**config.mk**
```make
export PLATFORM = sky130hd
export DESIGN_NAME = key_search_ctrl
export DESIGN_NICKNAME = d
export VERILOG_FILES = /design/src/rtl/key_search_pkg.sv /design/src/rtl/key_search_ctrl.sv
export SDC_FILE = /design/constraint.sdc
export NUM_CORES = 1
export LEC_CHECK = 0
export CORE_ASPECT_RATIO = 0.7
export CORE_MARGIN = 10
export CORE_UTILIZATION = 57
export CTS_CLUSTER_SIZE = 30
export DETAILED_ROUTE_END_ITERATION = 6
export GPL_TIMING_DRIVEN = 0
export MAX_ROUTING_LAYER = met4
export PLACE_DENSITY = 0.88
export SYNTH_ARGS = -nofsm -noshare
export SYNTH_HDL_FRONTEND = slang
export SYNTH_SLANG_ARGS = --single-unit
```
**constraint.sdc**
```tcl
create_clock -name clk -period 3.2 [get_ports clk]
set_input_delay 0.64 -clock clk [delete_from_list [all_inputs] [get_ports clk]]
set_output_delay 0.64 -clock clk [all_outputs]
set_load 0.02 [all_outputs]
```
**src/rtl/key_search_pkg.sv**
```systemverilog
// Shared types and character-class helpers for the RC4 brute-force key sequencer.
package key_search_pkg;

    typedef enum logic [3:0] {
        IDLE,
        RESTART,
        RUN,
        RD_ADDR,
        RD_WAIT,
        RD_CMP,
        NEXT,
        FOUND,
        EXHAUSTED
    } ks_state_t;

    localparam logic [7:0] CHAR_SPACE = 8'h20;
    localparam logic [7:0] CHAR_LO    = 8'h61;
    localparam logic [7:0] CHAR_HI    = 8'h7A;

    // Plaintext alphabet is lowercase a-z plus space; everything else rejects the key.
    function automatic bit is_valid_char(logic [7:0] c);
        return (c == CHAR_SPACE) || ((c >= CHAR_LO) && (c <= CHAR_HI));
    endfunction

endpackage

```
**src/rtl/key_search_ctrl.sv**
```systemverilog
// RC4 key search sequencer: restarts the decrypt datapath per key and scans d_mem for plain text.
// Optional KEY_SEARCH_EARLY_ABORT_EN: abandon a key at its first invalid byte instead of scanning all bytes.
module key_search_ctrl
    import key_search_pkg::*;
#(
    parameter int          MSG_LEN = 32,
    parameter logic [23:0] KEY_MIN = 24'h000000,
    parameter logic [23:0] KEY_MAX = 24'h3FFFFF,
    parameter int          ADDR_W  = 8
) (
    input  logic              clk,
    input  logic              reset_n,
    input  logic              start,
    output logic [23:0]       secret_key,
    output logic              dp_reset,
    output logic              dp_start,
    input  logic              dp_done,
    output logic [ADDR_W-1:0] d_rd_addr,
    input  logic [7:0]        d_rd_data,
    output logic              busy,
    output logic              found,
    output logic              exhausted
);

    localparam int              IDX_W    = $clog2(MSG_LEN) + 1;
    localparam logic [IDX_W-1:0] LAST_IDX = IDX_W'(MSG_LEN - 1);

    ks_state_t         state;
    logic [IDX_W-1:0]  idx;
    logic              bad;
    logic              cur_invalid;

    assign cur_invalid = !is_valid_char(d_rd_data);

    // Outputs are registered and take the value belonging to the state being entered,
    // so d_rd_addr changes on entry to RD_ADDR and the sample in RD_CMP is two cycles later.
    always_ff @(posedge clk or negedge reset_n) begin
        if (!reset_n) begin
            state      <= IDLE;
            secret_key <= KEY_MIN;
            dp_reset   <= 1'b0;
            dp_start   <= 1'b0;
            d_rd_addr  <= '0;
            busy       <= 1'b0;
            found      <= 1'b0;
            exhausted  <= 1'b0;
            idx        <= '0;
            bad        <= 1'b0;
        end else begin
            case (state)
                IDLE, FOUND, EXHAUSTED: begin
                    if (start) begin
                        secret_key <= KEY_MIN;
                        found      <= 1'b0;
                        exhausted  <= 1'b0;
                        busy       <= 1'b1;
                        dp_reset   <= 1'b1;
                        dp_start   <= 1'b0;
                        idx        <= '0;
                        bad        <= 1'b0;
                        state      <= RESTART;
                    end
                end
                RESTART: begin
                    dp_reset <= 1'b0;
                    dp_start <= 1'b1;
                    state    <= RUN;
                end
                RUN: begin
                    if (dp_done) begin
                        dp_start  <= 1'b0;
                        d_rd_addr <= ADDR_W'(idx);
                        state     <= RD_ADDR;
                    end
                end
                RD_ADDR: begin
                    state <= RD_WAIT;
                end
                RD_WAIT: begin
                    state <= RD_CMP;
                end
                RD_CMP: begin
`ifdef KEY_SEARCH_EARLY_ABORT_EN
                    if (cur_invalid) begin
                        state <= NEXT;
                    end else if (idx == LAST_IDX) begin
                        if (bad) begin
                            state <= NEXT;
                        end else begin
                            found <= 1'b1;
                            busy  <= 1'b0;
                            state <= FOUND;
                        end
                    end else begin
                        idx       <= idx + 1'b1;
                        d_rd_addr <= ADDR_W'(idx + 1'b1);
                        state     <= RD_ADDR;
                    end
`else
                    if (idx == LAST_IDX) begin
                        if (bad || cur_invalid) begin
                            state <= NEXT;
                        end else begin
                            found <= 1'b1;
                            busy  <= 1'b0;
                            state <= FOUND;
                        end
                    end else begin
                        bad       <= bad | cur_invalid;
                        idx       <= idx + 1'b1;
                        d_rd_addr <= ADDR_W'(idx + 1'b1);
                        state     <= RD_ADDR;
                    end
`endif
                end
                NEXT: begin
                    // The key space does not wrap: the last key is left on secret_key when exhausted.
                    if (secret_key == KEY_MAX) begin
                        exhausted <= 1'b1;
                        busy      <= 1'b0;
                        state     <= EXHAUSTED;
                    end else begin
                        secret_key <= secret_key + 24'd1;
                        dp_reset   <= 1'b1;
                        idx        <= '0;
                        bad        <= 1'b0;
                        state      <= RESTART;
                    end
                end
                default: begin
                    state <= IDLE;
                    busy  <= 1'b0;
                end
            endcase
        end
    end

endmodule

```
Yosys cells after proc, flatten, opt, wreduce, memory -nomap -nowiden
Cells that the tools add are included.
{ "classes": {"muxes": 34, "n_addsub": 3, "n_lt_le_gt_ge": 2, "n_reduce_logical": 22, "bitwise": 2, "eq_ne": 18} }
{ "ops": {"columns": ["op", "n"], "rows": [
  ["two-way mux 24 bit", 2],
  ["one-hot mux 24 bit (2 select lines)", 1],
  ["one-hot mux 4 bit (7 select lines)", 1],
  ["adder 24 x 1 -> 24 bit, second input constant", 1],
  ["equality test 24 x 22 -> 1 bit, second input constant", 1],
  ["two-way mux 6 bit", 3],
  ["one-hot mux 6 bit (3 select lines)", 1],
  ["equality test 4 x 3 -> 1 bit, second input constant", 4],
  ["two-way mux 4 bit", 4],
  ["two-way mux 8 bit", 2],
  ["one-hot mux 8 bit (2 select lines)", 1],
  ["AND reduction 3 bit", 5],
  ["!= test 2 bit, second input constant", 7],
  ["two-way mux 1 bit", 13],
  ["one-hot mux 1 bit (3 select lines)", 3],
  ["nonzero test 3 bit", 3],
  ["equality test 4 x 2 -> 1 bit, second input constant", 2],
  ["equality test 8 x 6 -> 1 bit, second input constant", 1],
  [">= comparator 8 x 7 -> 1 bit, second input constant", 1],
  ["<= comparator 8 x 7 -> 1 bit, second input constant", 1],
  ["AND reduction 4 bit", 2],
  ["adder 6 x 1 -> 7 bit, second input constant", 1],
  ["adder 6 x 1 -> 6 bit, second input constant", 1],
  ["equality test 6 x 5 -> 1 bit, second input constant", 1],
  ["other kinds (15)", 19]
]} }
{ "word_totals": {"wordCells": 91, "regBits": 48, "out_inout_bits": 37} }

Longest topological paths before layout
{ "depth": {"depth_word": 8, "ltp_mapped": 8, "mapped_depth_nobuf": 7} }

Least setup slack after synthesis
No wires, ideal clock.
{ "synth_path": {"path_type": "register to register", "from": "register secret_key[0]", "to": "register idx[0]", "synth_period_minus_slack_ns": 2.162, "arrival_ns": 2.037, "t_required_ns": 3.075, "setup_slack_ns": 1.038, "path_stages_with_launch": 8, "setup_time_ns": 0.125, "path_buffers": 1, "cell_sequence": "dfrtp_1 -> ha_1 -> nand3_1 -> buf_6 -> or3_4 -> nor3_4 -> nor2_2 -> mux2_4"} }
{ "synth_between": {"elab_chain_cells": 3} }
{ "synth_lines": {"columns": ["element", "line", "text"], "rows": [
  ["from (decl)", "key_search_ctrl.sv:14", "output logic [23:0] secret_key,"],
  ["from (signal assigned)", "key_search_ctrl.sv:123", "secret_key <= secret_key + 24'd1;"],
  ["equality test 24 x 22 -> 1 bit", "key_search_ctrl.sv:118", "if (secret_key == KEY_MAX) begin"],
  ["!= test 2 bit (no line)", null, null],
  ["AND reduction 4 bit (no line)", null, null],
  ["to (signal assigned)", "key_search_ctrl.sv:110", "idx <= idx + 1'b1;"],
  ["to (decl)", "key_search_ctrl.sv:29", "logic [IDX_W-1:0] idx;"]
]} }
Every way passes these cells.
A chain may end at the register's enable or synchronous reset.

Worst setup path after layout
Ends and elaborated chain as after synthesis.

==> metrics.txt <==
Critical Path AT=2.54 ns; synthesized flop and latch total=47; most frequent cell after synthesis=dfrtp_1; overall power=1.00 mW; DP HPWL=4960 um; most common library cells after synthesis=dfrtp_1 (47), a21oi_1 (30), nor2_1 (25); all-layer global routing usage=0.180; Starting DRT DRC Count=160; area grow syn2layout=23.7%; # hold bufs at CTS=0; Setup crit start=secret_key[0]; CTS buffer count=5; largest net degree at the start of global routing=28; synth top area cells=dfrtp_1 (43%), a21oi_1 (5.5%), nor2_1 (3.4%), o31ai_1 (3.3%), nand2_1 (3.1%); Die Span Y=78.0 um; CTS tree=yes; dpl ws=0.561 ns; port buffer count=47; post-route setup slack=0.852 ns; non-filler cells, final=408; WS Path Type=reg2reg; area of the multi-input gates=1460 um^2; startpoint class of the critical path=flip-flop; FP Rows=21; Post-Synthesis Cells=295; largest family of logic cells by synthesized area=simple AND/OR/NAND/NOR gates; adder-cell share of the synthesized area=0.0137; Min Hold Slack=0.275 ns; Register-to-Register Path Depth=7; CORE AREA=4700 um^2; Post-Synth Simple-Gate Area=0.275; Sequential cell area=1180 um^2; share of layout cells above drive strength 1=0.0883; initial antenna violation count=0; first-pass GRT wire length=11500 um; Slew @ Worst Pin=0.698 ns; vias in the first global route=2319; I/O Pins=49; Worst IR Drop VDD=0.000211 V; Final Setup Violations=0; Pwr per Cell Area=296 nW/um^2; asr flop ratio synth=1.00; Synth warnings=0; reg-to-reg startpoint=secret_key[0]; root buffer cell=clkbuf_8; Worst-Skew Late Latency=0.31 ns; H-tree level count=2; # DRC=0; Tcrit/Tclk final=0.734; CP Capture Point=idx[0]; Diodes inserted=0; min cycle time layout=2.35 ns; syn avg cell area=9.30 um^2; Chip Width=103 um; GR Overflow Total=0; Peak Freq=426 MHz; max_cap viols=0; Slew Limit Fails=0; number of flops mapped to enable cells by yosys=0; final WL=6720 um; relative slew slack=0.529; Max FO, Critical Path=10; routability cong.=0.906; required time worst endpoint=3.40 ns; die area=8030 um^2; # nets final=365; PostCTS Resize Cnt=0; mux cell area share after synthesis=0.0219; status=completed; top cell type by total area after synthesis=dfrtp_1; Worst R2R End=idx[0]; mapped cell area=2740 um^2; CTS Sinks=47; Cell variety after synth=58; RSZ-0062 raised after global routing=no; final hold vios=0; Cells after DPL=400; Longest Clk Path Bufs=2; antenna violation net count after detailed routing=0; setup TNS=0 ns; R2R setup slack=0.85 ns; top_reg_cell synth=dfrtp_1; static leakage=1.40 nW; Compound-Gate Fraction of Synth Area=0.190; Clk pin slew, worst setup/hold paths=0.10 ns; DR vias/cell=6.07; wire per inst=16.5 um; crit end category=flip-flop; register area share after synthesis=0.429; Fill cells=347; Starting Density=0.583; Yosys top cell area share=0.429; setup bufs post-CTS=0; 1st-pass router iterations=5; Vias=2477; clk_skew=0.00931 ns; Post-Syn Nets=310; area share of xor/xnor cells in the synthesized design=0.0319; Hold Path Class=in2async
==> cells by family after synthesis <==
kind of cell             Yosys count
adder cells (fa/ha/maj)            3
multiplexers                       5
other                              1
flip-flops                        47
AO/OA/AOI/OAI                     83
AND/OR/NAND/NOR                  126
buffers and inverters             20
XOR/XNOR                          10
==> worst max-delay path, stage by stage (launching register included) <==
cell	delay, ns
dfrtp_1	0.45
ha_1	0.22
nand3_1	0.17
buf_6	0.19
or3_4	0.36
nor3_4	0.36
nor2_2	0.14
mux2_4	0.33
==> how the worst min path moves through the flow <==
| stage | startpoint | end | slack, ns | cells past startpoint |
|---|---|---|---|---|
| detailed placement | exhausted | exhausted | 0.47 | 1 |
| global placement | exhausted | exhausted | 0.46 | 1 |
| global route | reset_n | secret_key[13] | 0.31 | 1 |
| floorplan | reset_n | bad | 0.34 | 0 |
| CTS | reset_n | secret_key[13] | 0.29 | 1 |
| finish | reset_n | secret_key[13] | 0.28 | 1 |
==> registers in the layout, summed over array words and instances, names as in the netlist <==
signal and cells:
secret_key 24, d_rd_addr 7, idx 6, state 4, bad 1, busy 1, dp_reset 1, dp_start 1
exhausted 1, found 1
==> routing by layer <==
layer  vias up  wire [um]  global-route usage
met5         -          0                   -
met4         0         97              0.0623
met3         8        450              0.0394
met2        94       3040               0.256
met1      1165       3120               0.247
li1       1210          -                   -
==> area by class of cell <==
class / instances / area share
Tap cell: 57 / 0.0210
Multi-Input combinational cell: 228 / 0.431
Sequential cell: 47 / 0.347
Buffer: 14 / 0.0240
Timing Repair Buffer: 48 / 0.143
Inverter: 6 / 0.00664
Clock buffer: 5 / 0.0203
Clock inverter: 3 / 0.00737
==> layout by cell type (no fill, tap or decap), drive strengths merged, types with 3 or more instances in the layout <==
cell           synthesis  routed
o21ai                 21      21
xnor2                  8       8
mux2i                  3       3
nor2                  26      26
and4                   4       4
o31ai                 12      12
or4                    9       9
clkdlybuf4s50          0      46
nor2b                  3       3
and2                   3       3
ha                     3       3
or3                    8       8
a21oi                 30      30
nor4                   5       5
buf                    7       9
dfrtp                 47      47
or2                    4       4
a21o                   3       3
nand4                  7       7
o211ai                 5       5
inv                    6       6
nor3                   7       7
nand2                 24      24
clkbuf                 7      12
nand3                 14      14
==> power breakdown <==
part / switching [mW] / leakage (nW) / total (mW) / internal (mW)
combinational: 0.0198 / 0.871 / 0.0371 / 0.0173
clock: 0.218 / 0.0443 / 0.374 / 0.156
sequential: 0.000000000000000000555 / 0.481 / 0.593 / 0.593
total: 0.238 / 1.40 / 1.00 / 0.767
==> through the flow <==
step,util,area [um^2]
floorplan,-,2740
global placement,0.698,3280
detailed placement,0.702,3300
CTS,0.721,3390
global route,0.721,3390
finish,0.721,3390
No activity file was read; power rests on OpenSTA's default activity.
